===== src/rtl/seq_divider.sv =====
`default_nettype none
// ============================================================================
//  Module   : seq_divider
//  Brief    : Restoring shift-subtract divider, one quotient bit per clock.
//  Revision : 1.0 - initial release
// ============================================================================
module seq_divider #(
   parameter int WIDTH = 8
) (
   input  logic             CLK,
   input  logic             RST,
   input  logic             BTN,
   input  logic [WIDTH-1:0] DIVIDEND,
   input  logic [WIDTH-1:0] DIVISOR,
   output logic [WIDTH-1:0] QUOT,
   output logic [WIDTH-1:0] REM,
   output logic             DONE,
   output logic             BUSY,
   output logic             DIV0
);

   localparam int CNT_W = $clog2(WIDTH);

   localparam logic [1:0] S_IDLE  = 2'd0;
   localparam logic [1:0] S_SHIFT = 2'd1;
   localparam logic [1:0] S_ZERO  = 2'd2;
   localparam logic [1:0] S_FIN   = 2'd3;

   logic [1:0]       r_state;
   logic             r_btn_prev;
   logic [WIDTH-1:0] r_d;
   logic [WIDTH-1:0] r_q;
   logic [WIDTH-1:0] r_r;
   logic [CNT_W-1:0] r_cnt;

   logic             w_start;
   logic [WIDTH:0]   w_t;
   logic             w_ge;
   logic [WIDTH-1:0] w_r_next;
   logic [WIDTH-1:0] w_q_next;
   logic             w_last;

   assign w_start  = BTN & ~r_btn_prev;
   assign w_t      = {r_r, r_q[WIDTH-1]};
   assign w_ge     = (w_t >= {1'b0, r_d});
   // When the trial subtraction succeeds the difference is below D, so the
   // low WIDTH bits of the wide subtraction are the exact remainder.
   assign w_r_next = w_ge ? (w_t[WIDTH-1:0] - r_d) : w_t[WIDTH-1:0];
   assign w_q_next = {r_q[WIDTH-2:0], w_ge};
   assign w_last   = (r_cnt == CNT_W'(WIDTH - 1));

   always_ff @(posedge CLK) begin
      if (RST) begin
         r_state    <= S_IDLE;
         r_btn_prev <= 1'b0;
         r_d        <= '0;
         r_q        <= '0;
         r_r        <= '0;
         r_cnt      <= '0;
         QUOT       <= '0;
         REM        <= '0;
         DONE       <= 1'b0;
         BUSY       <= 1'b0;
         DIV0       <= 1'b0;
      end else begin
         r_btn_prev <= BTN;
         case (r_state)
            S_IDLE: begin
               DONE <= 1'b0;
               BUSY <= 1'b0;
               if (w_start) begin
                  r_d   <= DIVISOR;
                  r_q   <= DIVIDEND;
                  r_r   <= '0;
                  r_cnt <= '0;
                  if (DIVISOR == '0) begin
                     r_state <= S_ZERO;
                  end else begin
                     r_state <= S_SHIFT;
                     BUSY    <= 1'b1;
                  end
               end
            end
            S_SHIFT: begin
               r_q   <= w_q_next;
               r_r   <= w_r_next;
               r_cnt <= r_cnt + CNT_W'(1);
               if (w_last) begin
                  QUOT    <= w_q_next;
                  REM     <= w_r_next;
                  DONE    <= 1'b1;
                  DIV0    <= 1'b0;
                  BUSY    <= 1'b0;
                  r_state <= S_FIN;
               end
            end
            S_ZERO: begin
               // Q still holds the untouched dividend latched at start
               QUOT    <= '1;
               REM     <= r_q;
               DIV0    <= 1'b1;
               DONE    <= 1'b1;
               r_state <= S_FIN;
            end
            S_FIN: begin
               DONE    <= 1'b0;
               r_state <= S_IDLE;
            end
            default: begin
               DONE    <= 1'b0;
               BUSY    <= 1'b0;
               r_state <= S_IDLE;
            end
         endcase
      end
   end

endmodule
`default_nettype wire


===== config.mk =====
export PLATFORM = sky130hd
export DESIGN_NAME = seq_divider
export DESIGN_NICKNAME = d
export VERILOG_FILES = /design/src/rtl/seq_divider.sv
export SDC_FILE = /design/constraint.sdc
export NUM_CORES = 1
export LEC_CHECK = 0
export CORE_UTILIZATION = 54
export DETAILED_ROUTE_END_ITERATION = 8
export PLACE_DENSITY = 0.87
export SYNTH_ARGS = -nofsm -noshare
export SYNTH_HDL_FRONTEND = slang
export SYNTH_SLANG_ARGS = --single-unit

===== constraint.sdc =====
create_clock -name CLK -period 2.5 [get_ports CLK]
set_input_delay 0.5 -clock CLK [delete_from_list [all_inputs] [get_ports CLK]]
set_output_delay 0.5 -clock CLK [all_outputs]
set_load 0.005 [all_outputs]

; Yosys cells after proc, flatten, opt, wreduce, memory -nomap -nowiden
; Index checks and enable logic that the tools add are counted.
[classes]
n_addsub = 2
reduce_logical = 10
order_cmp = 1
mux = 22
eq_ne = 6
n_bitwise = 2
[op_table]
columns = cell, n
row1 = $pmux 8 s2, 4
row2 = $mux 8, 5
row3 = $reduce_and 2->1, 5
row4 = $ge 9x8->1, 1
row5 = $logic_not 8->1, 1
row6 = $pmux 2 s4, 1
row7 = $sub 8x8->8, 1
row8 = $mux 2, 3
row9 = $pmux 3 s2, 1
row10 = $eq 2x2->1 const B, 2
row11 = $mux 1, 4
row12 = $ne 2x2->1 const B, 2
row13 = $pmux 1 s2, 2
row14 = $reduce_bool 2->1, 2
row15 = $add 3x1->3 const B, 1
row16 = $eq 3x3->1 const B, 1
row17 = $mux 3, 1
row18 = $pmux 1 s3, 1
row19 = $eq 2x1->1 const B, 1
row20 = $logic_not 2->1, 1
row21 = $reduce_or 2->1, 1
row22 = $and 1x1->1, 1
row23 = $not 1->1, 1
[word_totals]
reg_bits = 49
input_bits = 19

; Depth between registers and ports, before layout
; Gate-level depths: netlist of the first run.
[logic_depth]
word_depth = 4
mapped_depth = 9
depth_no_buf = 8

; Least setup slack after synthesis of the first run
; Ideal clock, no wire load.
[synth_path]
path_type = flip-flop to flip-flop
startpoint = register r_d[4]
endpoint = register REM[2]
period_less_slack_ns = 1.955
n_path_buf = 1
required_ns = 2.370
arrival_time_ns = 1.824
slack_ns = 0.545
setup_ns = 0.130
stages_incl_launch_ff = 9
cell_sequence = dfxtp_1 > inv_1 > ha_1 > and4_1 > and2_4 > a221oi_4 > buf_6 > mux2i_1 > o22ai_1
[synth_via]
elab_chain_cells = 4
[synth_lines]
columns = element, line_no
row1 = start: declaration, 31  ; logic [WIDTH-1:0] r_d;
row2 = start signal: assignment, 56  ; r_d <= '0;
row3 = start signal: assignment, 72  ; r_d <= DIVISOR;
row4 = $ge 9x8->1, 45  ; assign w_ge = (w_t >= {1'b0, r_d});
row5 = $mux 8, 48  ; assign w_r_next = w_ge ? (w_t[WIDTH-1:0] - r_d) : w_t[WIDTH-1:0];
row6 = $mux 8, 88  ; if (w_last) begin
row7 = $pmux 8 s2, 67  ; case (r_state)
row8 = end signal: assignment, 90  ; REM <= w_r_next;
row9 = end signal: assignment, 100  ; REM <= r_q;
row10 = end: declaration, 16  ; output logic [WIDTH-1:0] REM,
; Every way passes these cells. The select of a mux whose other input is x is not followed.
; A chain may end at the register's enable or synchronous reset.

; Worst setup path in the final report of the first run
; Same ends and word-level chain as after synthesis.

==> qor.yml, run 1 <==
status: "finished with violations"
failed_checks: "design-rule violations"
areaGrowthSynthToFinish_pct: 19.7
core_um2: 4470
hpwl_mm: 4.51
synthTopCellsByArea: "dfxtp_1 38%, mux2i_1 8.9%, ha_1 6.3%"
final-seq-area_um2: 981
antenna_left: 0
final.min_clock_period_ps: 2210
cts_max_level: 2
cp_cell_sequence: "inv_1 -> ha_1 -> and4_1 -> and2_4 -> a221oi_4 -> buf_4 -> mux2i_1 -> o22ai_1"
cp-end-kind: "flip-flop"
yosys_warnings: 0
gp_congestion: 0.874
hold_buffers: 0
track_usage_pct: 25.7
path_clk_slew_ps: 90
grt_max_degree: 33
cts_tree: "built"
cts_buffers: 5
wirelength_mm: 6.14
post_drt_via_cell_ratio: 6.02
synthArstFlopShare_pct: 0
timing.max_cap.violations: 0
die_h_um: 71.4
syn_avg_cell_area_um2: 8.63
crit_path_start_kind: "flip-flop"
post_cts_resized: 0
rows: 24
crit_arrival_ps: 2390
hold_viol: 0
tightestPinTransition_ps: 550
port_buffers: 37
ys_seq_area_share_pct: 37.7
grt_pass1_vias: 2257
wl_per_cell_um: 15.7
netlist.area_leader.share_pct: 37.7
rsz0062_at_grt: "false"
grt_antenna_before_repair: 0
synth_flop_cell: "dfxtp_1"
hold_class: "reg2reg"
dr_total_vias: 2361
cts.sink_count: 49
yosysTopAreaCell: "dfxtp_1"
drv_slew: 0
multi_input_area_um2: 1490
worstSetupPathType: "reg2reg"
finalInstanceArea_um2: 3110
setup_tns_ps: 0
leakagePower_nw: 1.23
slew_headroom_pct: 63.1
gr-total-overflow: 0
layout-drive-gt1-share_pct: 7.94
max_stage_delay_ps: 370
cp_slowest_cell: "ha_1"
drt_iter0_markers: 101
first_pass_iters: 6
clock_path_buffers: 2
finalSetupViolCount: 0
ys_seq_elements: 49
antenna_cells: 0
synthCells: 301
num_io_pins: 38
fillers: 369
skew_ps: 4.87
critPathRequiredTime_ps: 2680
crit_fanout: 9
grt_pass1_wl_mm: 10.3
drcViolationCount: 2
synth.cell_area_um2: 2600
die_area_um2: 5090
ys_types: 52
synth_edf_count: 0
clk_latency_ps: 300
start_util_pct: 58.1
cts_setup_buffers: 0
synth_nets: 334
fmax_mhz: 452
ir_drop_mv: 0.799
post-route-period-util_pct: 88.5
pwr_density_cell_nw_per_um2: 1020
root_buffer: "clkbuf_8"
fin_nets: 372
dpl-instance-area_um2: 3030
die_w_um: 71.4
[power by group]
part,internal [W],switching [W]
Clock,0.000194,0.000259
Sequential,0.000960,0.000147
Combinational,0.000759,0.000854
Total,0.00191,0.00126
[placed cells by master, fill, tap and decap left out, types with 4 or more instances in the layout]
cell,count
nand3_1,6
inv_1,15
o21ai_0,9
nand2_1,15
a211oi_1,8
clkbuf_8,5
dfxtp_1,49
clkdlybuf4s50_1,37
buf_4,9
o21ai_1,7
nor2_1,38
a21oi_1,21
ha_1,13
nand2b_1,4
nor3_1,12
mux2i_1,23
or2_2,4
o22ai_1,7
[stage by stage]
stage               worst slack (ps)  util (%)  cells  total power, W  hold slack [ps]
detailed placement               214      67.7    384         0.00270              456
global placement                 353      67.7    384         0.00266              444
floorplan                        545         -    301         0.00222              428
global route                     157      69.5    392         0.00340              501
CTS                              299      69.5    392         0.00317              469
finish                           289      69.5    392         0.00317              468
[cells by family after synthesis]
group	synth area share (%)
and+or+nand+nor	17.9
adders and majority gates	7.03
muxes	9.29
buffers and inverters	4.96
xor gates and xnor gates	1.35
DFF	37.7
AOI/OAI and AO/OA	21.7
[flip-flops by register name, indices dropped and copies added (netlist names)]
register,flops
r_cnt,3
DIV0,1
QUOT,8
r_r,8
DONE,1
r_d,8
r_q,8
r_btn_prev,1
BUSY,1
REM,8
r_state,2
[worst paths after layout]
kind,start,slack (ps),end,depth (start not counted)
setup / recovery,r_d[4],290,REM[2],8
hold / removal,r_cnt[2],470,r_cnt[2],2
setup reg to reg,r_d[4],290,REM[2],8
hold reg to reg,r_cnt[2],470,r_cnt[2],2
[final cells by class]
class,instances,area share (%)
Clock inverter,2,0.322
Clock buffer,6,2.33
Timing Repair Buffer,46,14.1
Multi-Input combinational cell,222,47.8
Inverter,15,1.81
Sequential cell,49,31.5
Tap cell,52,2.09
[critical path: cells and delay by family (launching register included)]
kind / cells / cell delay (ps)
flops: 1 / 330
simple gates: 2 / 400
compound gates: 2 / 370
buf+inv: 2 / 280
fa+ha+maj: 1 / 370
mux: 1 / 310
[routing by layer]
layer	GRT usage, %	up-vias	wire length [um]
met3	4.08	9	253
met4	8.44	0	96
met2	44.2	63	2980
met5	0	-	0
li1	-	1176	-
met1	33.1	1113	2810
[Yosys cell counts (2+ instances only)]
library cell  count
a211o_1           2
a211oi_1          8
a21o_1            2
a21oi_1          21
a22o_1            2
a31o_2            2
a31oi_1           3
a32oi_1           3
and3_1            3
buf_2             7
clkbuf_1          6
dfxtp_1          49
ha_1             13
inv_1            15
mux2i_1          23
nand2_1          15
nand2b_1          4
nand3_1           6
nand3b_1          2
nor2_1           38
nor2b_1           2
nor3_1           12
nor4_1            2
o211ai_1          2
o21a_1            2
o21ai_0           9
o21ai_1           7
o22a_1            3
o22ai_1           7
or2_2             4
or3_1             2
or4_1             3
xor2_1            3
Power figures use the tool's default switching activity.
==> run 2: changes to the inputs <==
--- a/config.mk
+++ b/config.mk
@@ -8,6 +8,7 @@
 export CORE_UTILIZATION = 54
 export DETAILED_ROUTE_END_ITERATION = 8
 export PLACE_DENSITY = 0.87
+export REMOVE_ABC_BUFFERS = 1
 export SYNTH_ARGS = -nofsm -noshare
 export SYNTH_HDL_FRONTEND = slang
 export SYNTH_SLANG_ARGS = --single-unit
==> qor.yml, run 2 (same netlist as run 1, synthesis figures left out) <==
gp_congestion: 0.879  # was 0.874
slew_headroom_pct: 49.7  # was 63.1%
drcViolationCount: 1  # was 2
fmax_mhz: 454  # was 452 MHz
root_buffer: "clkbuf_8"  # unchanged
final.min_clock_period_ps: 2200  # was 2210 ps
failed_checks: "design-rule violations"  # unchanged
grt_antenna_before_repair: 0  # unchanged
place_inst: 385  # was 384
cp_cell_sequence: "inv_1 -> ha_1 -> a21oi_1 -> o31ai_2 -> a221oi_4 -> buf_4 -> mux2i_1 -> o22ai_1"  # was inv_1 -> ha_1 -> and4_1 -> and2_4 -> a221oi_4 -> buf_4 -> mux2i_1 -> o22ai_1
clock_path_buffers: 2  # unchanged
pwr_density_cell_nw_per_um2: 1050  # was 1020 nW/um^2
layout_commonest_cell: "dfxtp_1"  # unchanged
tightestPinTransition_ps: 733  # was 550 ps
cts_max_level: 2  # unchanged
setup_tns_ps: 0  # unchanged
layout-drive-gt1-share_pct: 8.21  # was 7.94%
cp-end-kind: "flip-flop"  # unchanged
p_total_w: 0.00331  # was 0.00317 W
leakagePower_nw: 1.25  # was 1.23 nW
gr-total-overflow: 0  # unchanged
track_usage_pct: 25.7  # about the same
finalSetupViolCount: 0  # unchanged
antenna_cells: 0  # unchanged
start_util_pct: 58.1  # unchanged
grt_pass1_wl_mm: 10.4  # was 10.3 mm
path_clk_slew_ps: 90  # about the same
hpwl_mm: 4.52  # was 4.51 mm
antenna_left: 0  # unchanged
wl_met3_um: 255  # was 253 um
die_w_um: 71.4  # unchanged
cp_slowest_cell: "ha_1"  # unchanged
num_io_pins: 38  # unchanged
fin_nets: 373  # was 372
max_stage_delay_ps: 380  # was 370 ps
most-common-layout-cells: "49 x dfxtp_1, 38 x nor2_1, 37 x clkdlybuf4s50_1"  # unchanged
first_pass_iters: 6  # unchanged
crit_path_start_kind: "flip-flop"  # unchanged
worstSetupPathType: "reg2reg"  # unchanged
timing.max_cap.violations: 0  # unchanged
skew_ps: 5.84  # was 4.87 ps
dr_total_vias: 2373  # was 2361
cts_buffers: 5  # unchanged
drt_iter0_markers: 174  # was 101
crit_arrival_ps: 2390  # about the same
grt_pass1_vias: 2355  # was 2257
ir_drop_mv: 0.698  # was 0.799 mV
rsz0062_at_grt: "false"  # unchanged
hold_viol: 0  # unchanged
route.met2.wl_mm: 3.05  # was 2.98 mm
crit_fanout: 21  # was 9
drv_slew: 0  # unchanged
rows: 24  # unchanged
final_cells: 393  # was 392
die_area_um2: 5090  # unchanged
core_um2: 4470  # unchanged
cts.sink_count: 49  # unchanged
cts_tree: "built"  # unchanged
hold_buffers: 0  # unchanged
post_drt_via_cell_ratio: 6.04  # was 6.02
wirelength_mm: 6.15  # was 6.14 mm
post-route-period-util_pct: 88.1  # was 88.5%
grt_max_degree: 22  # was 33
post_cts_resized: 0  # unchanged
wl_per_cell_um: 15.6  # was 15.7 um
status: "finished with violations"  # unchanged
wl_met1_mm: 2.73  # was 2.81 mm
die_h_um: 71.4  # unchanged
port_buffers: 37  # unchanged
dr.max_layer_used: "met4"  # unchanged
hold_class: "reg2reg"  # unchanged
clk_latency_ps: 310  # was 300 ps
areaGrowthSynthToFinish_pct: 21.3  # was 19.7%
cts_setup_buffers: 0  # unchanged
critPathRequiredTime_ps: 2690  # was 2680 ps
-- run 2: cell types whose count changed in the layout (fill, tap and decap cells not counted), sizes merged --
| cell | before | now |
|---|---|---|
| clkinv | 2 | 0 |
| clkbuf | 6 | 7 |
| buf | 9 | 10 |
| bufinv | 0 | 1 |
-- run 2: routing by layer --
| layer | GRT usage (%) | up-vias |
|---|---|---|
| li1 | - | 1178 |
| met1 | 30.3 | 1129 |
| met2 | 47.1 | 54 |
| met3 | 3.94 | 12 |
| met4 | 9.11 | 0 |
| met5 | 0 | - |
-- run 2: final cells by class --
| type | instances | area (um^2) |
|---|---|---|
| Multi-Input combinational cell | 222 | 1490 |
| Clock inverter | 1 | 30.0 |
| Sequential cell | 49 | 981 |
| Inverter | 15 | 56.3 |
| Fill cell | 343 | 1320 |
| Timing Repair Buffer | 47 | 445 |
| Clock buffer | 7 | 86.3 |
| Tap cell | 52 | 65.1 |
-- run 2: critical path, delay by kind of cell (launching register included) --
family | cells | cell delay, ps
flip-flops | 1 | 330
AO/OA/AOI/OAI | 4 | 760
buffers and inverters | 2 | 340
adder cells (fa/ha/maj) | 1 | 380
multiplexers | 1 | 270
-- run 2: final timing paths --
check / startpoint / to / slack (ps) / depth (start not counted)
setup / recovery: r_d[4] / REM[4] / 300 / 8
hold / removal: r_cnt[1] / r_cnt[1] / 460 / 2
setup reg to reg: r_d[4] / REM[4] / 300 / 8
hold reg to reg: r_cnt[1] / r_cnt[1] / 460 / 2
-- run 2: through the flow --
stage	instance area, um^2	setup WS [ps]	util [%]	hold WS (ps)
5_1_grt	3150	159	70.5	475
3_3_place_gp	3040	393	67.9	443
3_5_place_dp	3040	301	67.9	450
6_report	3150	298	70.5	464
2_1_floorplan	2530	256	-	428
4_1_cts	3150	309	70.5	462
-- run 2: power breakdown --
| part | switching, W | internal [W] | total, W |
|---|---|---|---|
| Combinational | 0.000856 | 0.000759 | 0.00162 |
| Sequential | 0.000144 | 0.000960 | 0.00110 |
| Clock | 0.000268 | 0.000326 | 0.000594 |
| Total | 0.00127 | 0.00205 | 0.00331 |
==> run 3: changes to the inputs <==
--- a/config.mk
+++ b/config.mk
@@ -8,7 +8,7 @@
 export CORE_UTILIZATION = 54
 export DETAILED_ROUTE_END_ITERATION = 8
 export PLACE_DENSITY = 0.87
-export REMOVE_ABC_BUFFERS = 1
+export SKIP_LAST_GASP = 1
 export SYNTH_ARGS = -nofsm -noshare
 export SYNTH_HDL_FRONTEND = slang
 export SYNTH_SLANG_ARGS = --single-unit
==> results of run 3 <==
Final layout, timing and power as in run 1 (identical DEF).
